[config.mk]
export PLATFORM = sky130hd
export DESIGN_NAME = seg_pipe_carry_adder
export DESIGN_NICKNAME = d
export VERILOG_FILES = /design/src/rtl/seg_pipe_carry_adder.sv
export SDC_FILE = /design/constraint.sdc
export NUM_CORES = 1
export LEC_CHECK = 0
export ABC_CLOCK_PERIOD_IN_PS = 6400
export BUFFER_PORTS_ARGS = -buffer_cell sky130_fd_sc_hd__buf_4
export CORE_UTILIZATION = 37
export DETAILED_ROUTE_END_ITERATION = 16
export PLACE_DENSITY = 0.57
export SLEW_MARGIN = 30
export SYNTH_ARGS = -nofsm -noshare
export SYNTH_HDL_FRONTEND = slang
export SYNTH_SLANG_ARGS = --single-unit
[constraint.sdc]
create_clock -name clk -period 6.4 [get_ports clk]
set_clock_uncertainty 0.1 [all_clocks]
set_input_delay 0.96 -clock clk [delete_from_list [all_inputs] [get_ports clk]]
set_output_delay 0.96 -clock clk [all_outputs]
set_load 0.005 [all_outputs]
[src/rtl/seg_pipe_carry_adder.sv]
// rtl/seg_pipe_carry_adder.sv - segmented pipelined carry adder, one register stage per carry segment
module seg_pipe_carry_adder #(
  parameter int WIDTH = 40,
  parameter int SEG   = 8,
  parameter int TRUNC = 0
) (
  input  logic             clk,
  input  logic             rst_n,
  input  logic             in_valid,
  output logic             in_ready,
  input  logic [WIDTH-1:0] in_a,
  input  logic [WIDTH-1:0] in_b,
  input  logic             in_cin,
  input  logic             in_signed,
  output logic             out_valid,
  input  logic             out_ready,
  output logic [WIDTH:0]   out_sum,
  output logic             busy
);

  localparam int NSEG = (WIDTH + SEG - 1) / SEG;
  // Operands are zero-padded to whole segments so the last carry cell sees 0 on unused inputs.
  localparam int PW   = NSEG * SEG;
  // Width of the last (possibly narrower) segment; carry out of bit WIDTH-1 sits at this index.
  localparam int LW   = WIDTH - (NSEG - 1) * SEG;
  localparam logic [PW-1:0] ONE   = PW'(1);
  // Bits below TRUNC are approximated as a|b and never produce a carry.
  localparam logic [PW-1:0] TMASK = (ONE << TRUNC) - ONE;

  logic stall;
  logic accept;

  logic          v_q   [NSEG];
  logic [PW-1:0] a_q   [NSEG];
  logic [PW-1:0] b_q   [NSEG];
  logic [PW-1:0] s_q   [NSEG];
  logic          c_q   [NSEG];
  logic          cin_q [NSEG];
  logic          sg_q  [NSEG];
  logic          ext_q;

  logic          src_v  [NSEG];
  logic [PW-1:0] op_a   [NSEG];
  logic [PW-1:0] op_b   [NSEG];
  logic [PW-1:0] op_s   [NSEG];
  logic          op_c   [NSEG];
  logic          op_cin [NSEG];
  logic          op_sg  [NSEG];

  logic [PW-1:0] nx_s [NSEG];
  logic          nx_c [NSEG];
  logic          nx_ext;

  logic unused_last;

  assign stall     = v_q[NSEG-1] & ~out_ready;
  assign in_ready  = ~stall;
  assign accept    = in_valid & in_ready;
  assign out_valid = v_q[NSEG-1];
  assign out_sum   = {ext_q, s_q[NSEG-1][WIDTH-1:0]};

  // The last stage only feeds out_sum; its delayed operands and carry have no consumer.
  assign unused_last = ^{a_q[NSEG-1], b_q[NSEG-1], s_q[NSEG-1],
                         c_q[NSEG-1], cin_q[NSEG-1], sg_q[NSEG-1]};

  // Select what each stage works on: the input port for stage 0, the previous stage register otherwise.
  always_comb begin
    src_v[0]  = accept;
    op_a[0]   = PW'(in_a);
    op_b[0]   = PW'(in_b);
    op_s[0]   = '0;
    op_c[0]   = 1'b0;
    op_cin[0] = in_cin;
    op_sg[0]  = in_signed;
    for (int k = 1; k < NSEG; k++) begin
      src_v[k]  = v_q[k-1];
      op_a[k]   = a_q[k-1];
      op_b[k]   = b_q[k-1];
      op_s[k]   = s_q[k-1];
      op_c[k]   = c_q[k-1];
      op_cin[k] = cin_q[k-1];
      op_sg[k]  = sg_q[k-1];
    end
  end

  // Per-segment carry cell: exact add above TRUNC with carry-in injected at bit TRUNC, OR below it.
  always_comb begin
    logic [SEG:0]   tot;
    logic [PW-1:0]  cv;
    logic [SEG-1:0] am;
    logic [SEG-1:0] bm;
    logic [SEG-1:0] om;
    logic           last_c;
    tot    = '0;
    cv     = '0;
    am     = '0;
    bm     = '0;
    om     = '0;
    last_c = 1'b0;
    for (int k = 0; k < NSEG; k++) begin
      cv       = op_cin[k] ? (ONE << TRUNC) : '0;
      am       = op_a[k][k*SEG +: SEG] & ~TMASK[k*SEG +: SEG];
      bm       = op_b[k][k*SEG +: SEG] & ~TMASK[k*SEG +: SEG];
      om       = (op_a[k][k*SEG +: SEG] | op_b[k][k*SEG +: SEG]) & TMASK[k*SEG +: SEG];
      tot      = {1'b0, am} + {1'b0, bm} + {1'b0, cv[k*SEG +: SEG]} + {{SEG{1'b0}}, op_c[k]};
      nx_s[k]  = op_s[k];
      nx_s[k][k*SEG +: SEG] = tot[SEG-1:0] | om;
      nx_c[k]  = tot[SEG];
      if (k == NSEG - 1) begin
        last_c = tot[LW];
      end
    end
    // Signed results take the true sign of the WIDTH+1-bit sum; unsigned take the carry-out.
    nx_ext = op_sg[NSEG-1] ? (op_a[NSEG-1][WIDTH-1] ^ op_b[NSEG-1][WIDTH-1] ^ last_c) : last_c;
  end

  // Pipeline registers: all hold on stall; data loads only behind a valid so out_sum keeps its last result.
  always_ff @(posedge clk) begin
    if (!rst_n) begin
      for (int k = 0; k < NSEG; k++) begin
        v_q[k]   <= 1'b0;
        a_q[k]   <= '0;
        b_q[k]   <= '0;
        s_q[k]   <= '0;
        c_q[k]   <= 1'b0;
        cin_q[k] <= 1'b0;
        sg_q[k]  <= 1'b0;
      end
      ext_q <= 1'b0;
    end else if (!stall) begin
      for (int k = 0; k < NSEG; k++) begin
        v_q[k] <= src_v[k];
        if (src_v[k]) begin
          a_q[k]   <= op_a[k];
          b_q[k]   <= op_b[k];
          s_q[k]   <= nx_s[k];
          c_q[k]   <= nx_c[k];
          cin_q[k] <= op_cin[k];
          sg_q[k]  <= op_sg[k];
        end
      end
      if (src_v[NSEG-1]) begin
        ext_q <= nx_ext;
      end
    end
  end

  // busy reflects any stage holding a live transaction.
  always_comb begin
    busy = 1'b0;
    for (int k = 0; k < NSEG; k++) begin
      busy = busy | v_q[k];
    end
  end

endmodule

# ---- Word-level counts from Yosys, hierarchy flattened
# Memory sizes are Yosys's and may differ from the RTL's.
# Cells that the tools add are included.
dict set report op_classes {
  addsub 14
  mux 56
  bitwise 40
  n_reduce_logical 1
}
# cell count
set ops {}
lappend ops {{40-bit 2-to-1 mux} 15}
lappend ops {{8-bit by 8-bit adder with 9-bit output} 5}
lappend ops {{9-bit by 1-bit adder with 9-bit output} 5}
lappend ops {{1-bit 2-to-1 mux} 41}
lappend ops {{9-bit by 1-bit adder with 9-bit output (second input constant)} 4}
lappend ops {{1-bit OR} 34}
lappend ops {{1-bit AND} 2}
lappend ops {{1-bit NOT} 2}
lappend ops {{2-bit AND reduction} 1}
lappend ops {{1-bit XOR} 2}
dict set report totals {
  reg_bits 1
  mem_bits_rw 615
  elab_cells 118
  n_memories 6
}
# name depth word_bits rd rd_ports_with_merged_regs write_ports line
set mem_list {}
lappend mem_list {a_q 5 40 4 0 5 34} ;# logic [PW-1:0] a_q [NSEG];
lappend mem_list {b_q 5 40 4 0 5 35} ;# logic [PW-1:0] b_q [NSEG];
lappend mem_list {s_q 5 40 5 0 5 36} ;# logic [PW-1:0] s_q [NSEG];
lappend mem_list {c_q 5 1 4 0 5 37} ;# logic c_q [NSEG];
lappend mem_list {sg_q 5 1 4 0 5 39} ;# logic sg_q [NSEG];
lappend mem_list {v_q 5 1 5 0 5 33} ;# logic v_q [NSEG];

# ---- Longest topological paths before layout
# Gate-level depths: netlist of run 1.
dict set report depth {
  depth_word 9
  mapped_depth 9
  mapped_depth_nobuf 9
}

# ---- Worst setup path after synthesis of run 1
# No wires, ideal clock.
dict set report synth_timing {
  path_type {input port to flip-flop}
  from {in out_ready}
  to {mem a_q[0][10] in the netlist's numbering (enable)}
  t_arrival_ns 3.087
  setup_slack_ns 2.768
  cell_stages 3
  n_path_buf 0
  cell_sequence {nand2b_2 > and3_1 > nand2b_1}
}
# item line
set synth_lines {}
lappend synth_lines {{start: declaration} 16} ;# input logic out_ready,
lappend synth_lines {{end: declaration} 34}

==> run summary, run 1 <==
Number of buffers inserted during clock tree synthesis: 35. The floorplan has 67 rows. The worst-case IR drop observed on VDD is 137 uV.

The total of warnings raised by yosys was 0; the iteration-0 DRC count of the detailed router was 368. The summed negative setup slack over all endpoints was 0 ns. The combined buffer and inverter count along the critical path was 2.

For this run, the share of the core covered by cells in the final layout is 44.8%. Max-cap violations in this run came to 0. The area of the die was 34800 sq um.

The leakage power figure is 5.91 nW. After synthesis, the mean cell area works out to 15.0 sq um. Number of remaining DRC errors: 0. In this design, the stage delay of the slowest critical-path cell is 0.59 ns.

Clock-pin slew was measured on the worst setup and hold paths at 0.06 ns. The switching share of power was 21.4%. For this run, the total global-route usage over all layers was measured as 12.1%.

In the layout the commonest cells are 293 x sky130_fd_sc_hd__edfxtp_1, 249 x sky130_fd_sc_hd__and2_1, 130 x sky130_fd_sc_hd__buf_4. The power density relative to cell area was 307 nW/um^2; the final RePlAce weighted congestion was 0.771. Internal power comes to 3.63 mW. Setup repair after global routing left no endpoint under its margin.

The initial antenna violation count was 0. The worst setup path is launched from an input pin. Maximum number of pins on one net before global-route repair: 169. For this run the aggregate overflow at the end of global routing stands at 0. The quantity of I/O buffers inserted on ports works out to 129.

TritonCTS built the clock tree. The layout cell share with drive strength beyond 1 was 18.9%; the area growth from synthesis to layout was 19.2%. The run gives 20.6 mm as the wire length after detailed routing. The cell with the biggest individual delay on the critical path is sky130_fd_sc_hd__o21a_4.

Leaving out fill and tap cells, the most frequent cell in the layout is sky130_fd_sc_hd__edfxtp_1. Counting flops with a built-in enable in the synthesized netlist gives 293. Half-perimeter wire length after placement: 12.5 mm. In this run the cell area measured after placement is 13900 sq um. The iteration count of the initial detailed-routing pass is 4. Traced cell by cell, the critical path runs through buf_4 -> nand2b_2 -> and2_1 -> o21a_4 -> buf_12 -> o21ai_0 -> a21oi_1. The logs give 294 for the total number of clock tree sinks and 839 for the synthesized instance count. The slew at the pin with the worst max-slew slack is 0.847 ns. In the final routed layout, each cell accounts on average for 14.2 um.

The total non-filler cell area in the finished layout is 15000 sq um. Counting every net in the synthesized netlist gives 970. The logs give 0 for the hold-fix buffer count after cts and 70.0% for the fraction of the yosys area taken by sequential cells.

For this configuration, the core starts out at a cell density of 37.6%. The number of global-route vias before repair came out at 6354. Broken down by cell family, the worst path's largest delay share belongs to compound AO/OA/AOI/OAI gates. Across all layers, the routed design uses 6457 vias.

The share of total power dissipated in the clock network is 40.4%. Setup slack on the critical path of the routed design comes to 3.69 ns. The element type at the critical path end is a register. The number of unique standard cell types used by synthesis is 42, and the worst-path maximum fanout is 168. The arrival time reported for the critical path endpoint was 2.96 ns.

Timing analysis after detailed placement gives a worst setup slack of 3.15 ns. The antenna diode count came out at 0. In the final design database the tool counted 1108 nets. The fraction of registers with async set or reset after synthesis is 0%, and the final-report hold violation count is 0. The cell area that synthesis handed to floorplanning was 12600 sq um.

The shortest period the worst path allows came out at 2.71 ns. For this run, the leading register cell type out of synthesis is sky130_fd_sc_hd__edfxtp_1. The logs give 0 for the number of max-slew violations in the final report and 0.50 ns for the clock latency on the worst-skew pair. The tools report the sequential share of power as 50.7%.

Count of instances resized after the clock tree is built: 0. Dividing the detail-routed via count by the number of cells gives 4.46. Vertical extent of the die: 186 um. The first global-routing pass estimated 33.4 mm of wire. The H-tree was split into 2 levels. For the setup fix buffers added after clock tree synthesis, the log shows 0. Setup violations remaining at the end of the flow were counted as 0.

Measured against its own limit, the worst slew margin works out to 43.5%. The post-synthesis register bit count works out to 294. The share of total power dissipated in combinational logic is 8.9%. The detail route stage leaves a number of antenna-violating nets equal to 0. The clock passes through at most 3 buffers. The maximum frequency from static timing analysis is 0.369 GHz, and the total I/O pin count is 130.

The run finished with clean final reports. The path class of the tightest hold or removal check is register to register. The die boundary width was 186 um. The area of the core was 33500 sq um. The clock tree root buffer cell is sky130_fd_sc_hd__clkbuf_16. The switching power came out at 987 uW. The setup path with the least slack is of type input pin to register.

In the finished design, the share of the clock period the worst path needs comes to 42.4%. For the worst setup path, the data required time is 6.65 ns.
cells by family after synthesis:
group	count (synthesis)	synth area share (%)
AOI/OAI and AO/OA	73	3.80
xor gates and xnor gates	16	1.11
adders and majority gates	45	5.07
buffers and inverters	56	3.34
DFF	294	70.0
muxes	2	0.159
and+or+nand+nor	353	16.5
registers in the layout, indices dropped and copies added (netlist names):
register / count
s_q: 120
a_q: 80
b_q: 80
v_q: 5
c_q: 4
sg_q: 4
ext_q: 1
worst paths after layout:
check	startpoint	cells after the start	endpoint	slack (ns)
min reg2reg	s_q[0][98]	1	s_q[0][138]	0.40
min	s_q[0][98]	1	s_q[0][138]	0.40
max	out_ready	7	c_q[0][3]	3.69
max reg2reg	v_q[0][4]	6	c_q[0][3]	3.81
cell usage after synthesis (2+ instances only):
cell | number | area share (%)
sky130_fd_sc_hd__a21o_1 | 7 | 0.42
sky130_fd_sc_hd__clkbuf_1 | 2 | 0.060
sky130_fd_sc_hd__buf_2 | 3 | 0.12
sky130_fd_sc_hd__o2111ai_1 | 2 | 0.14
sky130_fd_sc_hd__nand3_1 | 4 | 0.16
sky130_fd_sc_hd__and3_1 | 9 | 0.45
sky130_fd_sc_hd__nor2_1 | 38 | 1.1
sky130_fd_sc_hd__nand2b_1 | 9 | 0.45
sky130_fd_sc_hd__a21oi_1 | 13 | 0.52
sky130_fd_sc_hd__nor2b_1 | 5 | 0.25
sky130_fd_sc_hd__xor2_1 | 5 | 0.35
sky130_fd_sc_hd__xnor2_1 | 11 | 0.76
sky130_fd_sc_hd__nand2_1 | 11 | 0.33
sky130_fd_sc_hd__or3_1 | 5 | 0.25
sky130_fd_sc_hd__nor3b_1 | 2 | 0.12
sky130_fd_sc_hd__edfxtp_1 | 293 | 70
sky130_fd_sc_hd__o21ai_0 | 18 | 0.72
sky130_fd_sc_hd__a31oi_1 | 4 | 0.20
sky130_fd_sc_hd__nand3b_1 | 3 | 0.18
sky130_fd_sc_hd__ha_1 | 35 | 3.5
sky130_fd_sc_hd__buf_6 | 27 | 2.4
sky130_fd_sc_hd__mux2i_1 | 2 | 0.16
sky130_fd_sc_hd__and2_1 | 249 | 12
sky130_fd_sc_hd__fa_1 | 10 | 1.6
sky130_fd_sc_hd__inv_1 | 23 | 0.69
sky130_fd_sc_hd__a211oi_1 | 10 | 0.60
sky130_fd_sc_hd__nor3_1 | 15 | 0.60
sky130_fd_sc_hd__o21a_1 | 10 | 0.60
power by group through the flow:
stage                     Combinational, mW  Sequential [mW]  Clock, mW
after floorplan                       0.287             2.37          0
after global placement                0.409             2.38          0
after detailed placement              0.420             2.38          0
after CTS                             0.422             2.34       1.92
after global routing                  0.468             2.35       1.99
final                                 0.411             2.34       1.86
layout make-up:
| type | instances | area [sq um] |
|---|---|---|
| clock inverters | 15 | 133 |
| inverters | 23 | 86.3 |
| fillers | 3083 | 18500 |
| well taps | 448 | 561 |
| clock buffers | 46 | 958 |
| flip-flops and latches | 294 | 8820 |
| multi-input cells | 489 | 3410 |
| repair buffers | 134 | 1050 |
stage by stage:
step / hold WS [ns] / power [mW] / instances
2_1_floorplan: 0.397 / 2.66 / 839
3_3_place_gp: 0.400 / 2.79 / 1386
3_5_place_dp: 0.401 / 2.80 / 1387
4_1_cts: 0.406 / 4.68 / 1448
5_1_grt: 0.425 / 4.82 / 1449
6_report: 0.404 / 4.61 / 1449
layer usage:
metal / vias to the layer above / GRT usage, % / wire (um)
met5: - / 0 / 0
met4: 0 / 3.94 / 426
met3: 33 / 2.33 / 848
met2: 124 / 21.0 / 10400
met1: 3042 / 15.2 / 8950
li1: 3258 / - / -
Note: power is estimated with default switching activity, not from simulation.
==> run 2: changes to the inputs <==
--- a/config.mk
+++ b/config.mk
@@ -5,7 +5,7 @@
 export SDC_FILE = /design/constraint.sdc
 export NUM_CORES = 1
 export LEC_CHECK = 0
-export ABC_CLOCK_PERIOD_IN_PS = 6400
+export ABC_CLOCK_PERIOD_IN_PS = 2700
 export BUFFER_PORTS_ARGS = -buffer_cell sky130_fd_sc_hd__buf_4
 export CORE_UTILIZATION = 37
 export DETAILED_ROUTE_END_ITERATION = 16
==> constraint.sdc (replaced) <==
create_clock -name clk -period 2.7 [get_ports clk]
set_clock_uncertainty 0.1 [all_clocks]
set_input_delay 0.405 -clock clk [delete_from_list [all_inputs] [get_ports clk]]
set_output_delay 0.405 -clock clk [all_outputs]
set_load 0.005 [all_outputs]
==> run summary, run 2 (synthesis gave the netlist of run 1 again) <==
The run finished with clean final reports. Summed over all layers, the global routing overflow is 0. The largest registers in the layout are s_q: 120 flops, a_q: 80 flops, b_q: 80 flops. The biggest cell delay along the critical path works out to 0.48 ns. The area of the die is 34800 sq um. Iteration count of the initial detailed-routing pass: 4. The total number of clock tree sinks was 294; the global routing usage summed across all routing layers was 11.9%. The register with the most flip-flops is s_q. The clock latency on the worst-skew pair is 0.50 ns, and the hold-fix buffer count after cts is 0. Once placement finished, the instance area stood at 14000 sq um. The starting utilization of the core area is 37.6%, and the final cell utilization of the core is 45.0%. The tools report the clock tree root buffer cell as sky130_fd_sc_hd__clkbuf_16. Most common library cell in the layout ignoring fill and taps: sky130_fd_sc_hd__edfxtp_1.

Based on the critical path, the design can be clocked at up to 0.416 GHz. The analysis attributes to cell leakage a power of 5.96 nW. After layout, the worst path uses 88.9% of the clock period.

The register with the most flip-flops in the layout has 120 of them. Port buffering added 129 buffers. The worst-case IR drop observed on VDD is 407 uV. The tools report the required time of the worst setup path as 2.91 ns. The kind of start point of the critical path is a register. For the number of buffers inserted during clock tree synthesis, the log shows 34. The worst hold path begins at in_b[13]. Across the run, the number of max-cap violations was 0. The tools report the final RePlAce weighted congestion as 0.747.

The region available for standard cell placement spans 33500 sq um. For the setup fix buffers added after clock tree synthesis, the log shows 0. Wire length after detailed routing: 20.1 mm. TritonCTS built the clock tree. The number of global-route vias before repair is 6531. The endpoint identified for the worst register-to-register timing path is s_q[0][150].

In this run the deepest clock path goes through 3 buffers. The first global-routing pass estimated 33.0 mm of wire. The destination of the worst hold path is b_q[0][13].

For this run, design rule violations remaining after detail routing come to 0. The number of instances on the worst hold path came out at 2. Traced cell by cell, the critical path runs through inv_1 -> fa_1 -> inv_1 -> fa_1 -> a211oi_1 -> nor2_1 -> o21a_1 -> o21ai_0 -> nor3b_1. On the critical path the largest part of the delay comes from adder cells. Row generation in the floorplan step produced 67 rows.

The worst setup path category was register to register. The final layout contains 1119 nets. STA classifies the critical path endpoint as a register. The die boundary width is 186 um.

The tightest min-delay check is of the input pin to register type. 130 I/O pins were placed. Setup repair after global routing left no endpoint under its margin. Of all nets on the critical path, the largest fanout is 3. Count of cells along the worst register-to-register path: 9.

Post-CTS repair changed the size of 0 cells. At the pin with the least slew margin, the transition time is 0.697 ns. The slack of the worst reg-to-reg path came out at 0.30 ns. The arrival time reported for the critical path endpoint was 2.61 ns. Setup violations remaining at the end of the flow were counted as 0.

The layout cell share with drive strength beyond 1 was 19.7%; the clock-pin slew on the worst setup and hold paths was 0.06 ns. The worst slew slack as a fraction of its limit is 53.5%, and the combined buffer and inverter count along the critical path is 2. The summed negative setup slack over all endpoints is 0 ns. After detailed routing, the average wire length per cell comes to 13.8 um. The cell with the biggest individual delay on the critical path was sky130_fd_sc_hd__fa_1. In the routed layout, each cell is associated on average with a via count of 4.46.

The logs give 319 for the iteration-0 DRC count of the detailed router and 0 for the number of max-slew violations in the final report. Entering global routing, the biggest net connects 67 pins. The half-perimeter wire length after placement is 13.0 mm, and the antenna diode count is 0. The initial antenna violation count was 0.

The tightest hold path in the finished design has a slack of 0.0787 ns. The total non-filler cell area in the finished layout is 15100 sq um, and the shortest period the worst path allows is 2.40 ns. In the layout the commonest cells are 293 x sky130_fd_sc_hd__edfxtp_1, 249 x sky130_fd_sc_hd__and2_1, 139 x sky130_fd_sc_hd__buf_4. For the number of vias after detailed routing, the log shows 6504.

The die is 186 um tall. The power density relative to cell area works out to 723 nW/um^2. Launch point of the worst reg-to-reg path: c_q[0][2]. Relative to the synthesized area, the layout overhead comes to 19.9%. The H-tree was split into 2 levels.

The logs give 0 for the final-report hold violation count and 0 for the number of nets with antenna violations after detailed routing.
-- run 2: worst reg2reg max path, cell delays in order, from the launching register on --
cell and delay [ns]:
sky130_fd_sc_hd__edfxtp_1 0.36, sky130_fd_sc_hd__inv_1 0.08, sky130_fd_sc_hd__fa_1 0.19, sky130_fd_sc_hd__inv_1 0.06, sky130_fd_sc_hd__fa_1 0.48, sky130_fd_sc_hd__a211oi_1 0.23, sky130_fd_sc_hd__nor2_1 0.09, sky130_fd_sc_hd__o21a_1 0.18
sky130_fd_sc_hd__o21ai_0 0.19, sky130_fd_sc_hd__nor3b_1 0.26
-- run 2: how the worst max path moves through the flow --
stage,to,start,depth (start not counted),slack (ns)
floorplan,a_q[0][152],rst_n,3,0.03
global placement,s_q[0][6],in_a[0],10,0.12
detailed placement,s_q[0][6],in_a[0],10,0.08
CTS,s_q[0][150],b_q[0][104],9,0.25
global route,s_q[0][54],c_q[0][0],9,0.10
finish,s_q[0][150],c_q[0][2],9,0.30
-- run 2: cell type report --
| type | instances | area [sq um] |
|---|---|---|
| clock buffers | 43 | 906 |
| multi-input cells | 489 | 3400 |
| fillers | 3045 | 18400 |
| inverters | 23 | 86.3 |
| well taps | 448 | 561 |
| flip-flops and latches | 294 | 8820 |
| clock inverters | 15 | 155 |
| repair buffers | 146 | 1180 |
-- run 2: per-layer routing --
| metal | GRT usage [%] | share of wire (%) | wire length (um) | vias up |
|---|---|---|---|---|
| li1 | - | - | - | 3269 |
| met1 | 15.0 | 44 | 8920 | 3061 |
| met2 | 20.3 | 48 | 9730 | 134 |
| met3 | 2.65 | 4.8 | 955 | 40 |
| met4 | 4.04 | 2.4 | 480 | 0 |
| met5 | 0 | 0 | 0 | - |
-- run 2: where the power goes --
group          internal, mW  total (mW)  switching, mW
registers              5.45        5.54         0.0851
clock network          2.66        4.38           1.72
logic                 0.482        1.00          0.521
-- run 2: metrics by stage --
stage / setup WS, ns / cells / power, mW
floorplan: 0.0348 / 839 / 6.30
global placement: 0.123 / 1400 / 6.65
detailed placement: 0.0829 / 1400 / 6.67
CTS: 0.247 / 1458 / 11.1
global route: 0.105 / 1458 / 11.4
finish: 0.299 / 1458 / 10.9
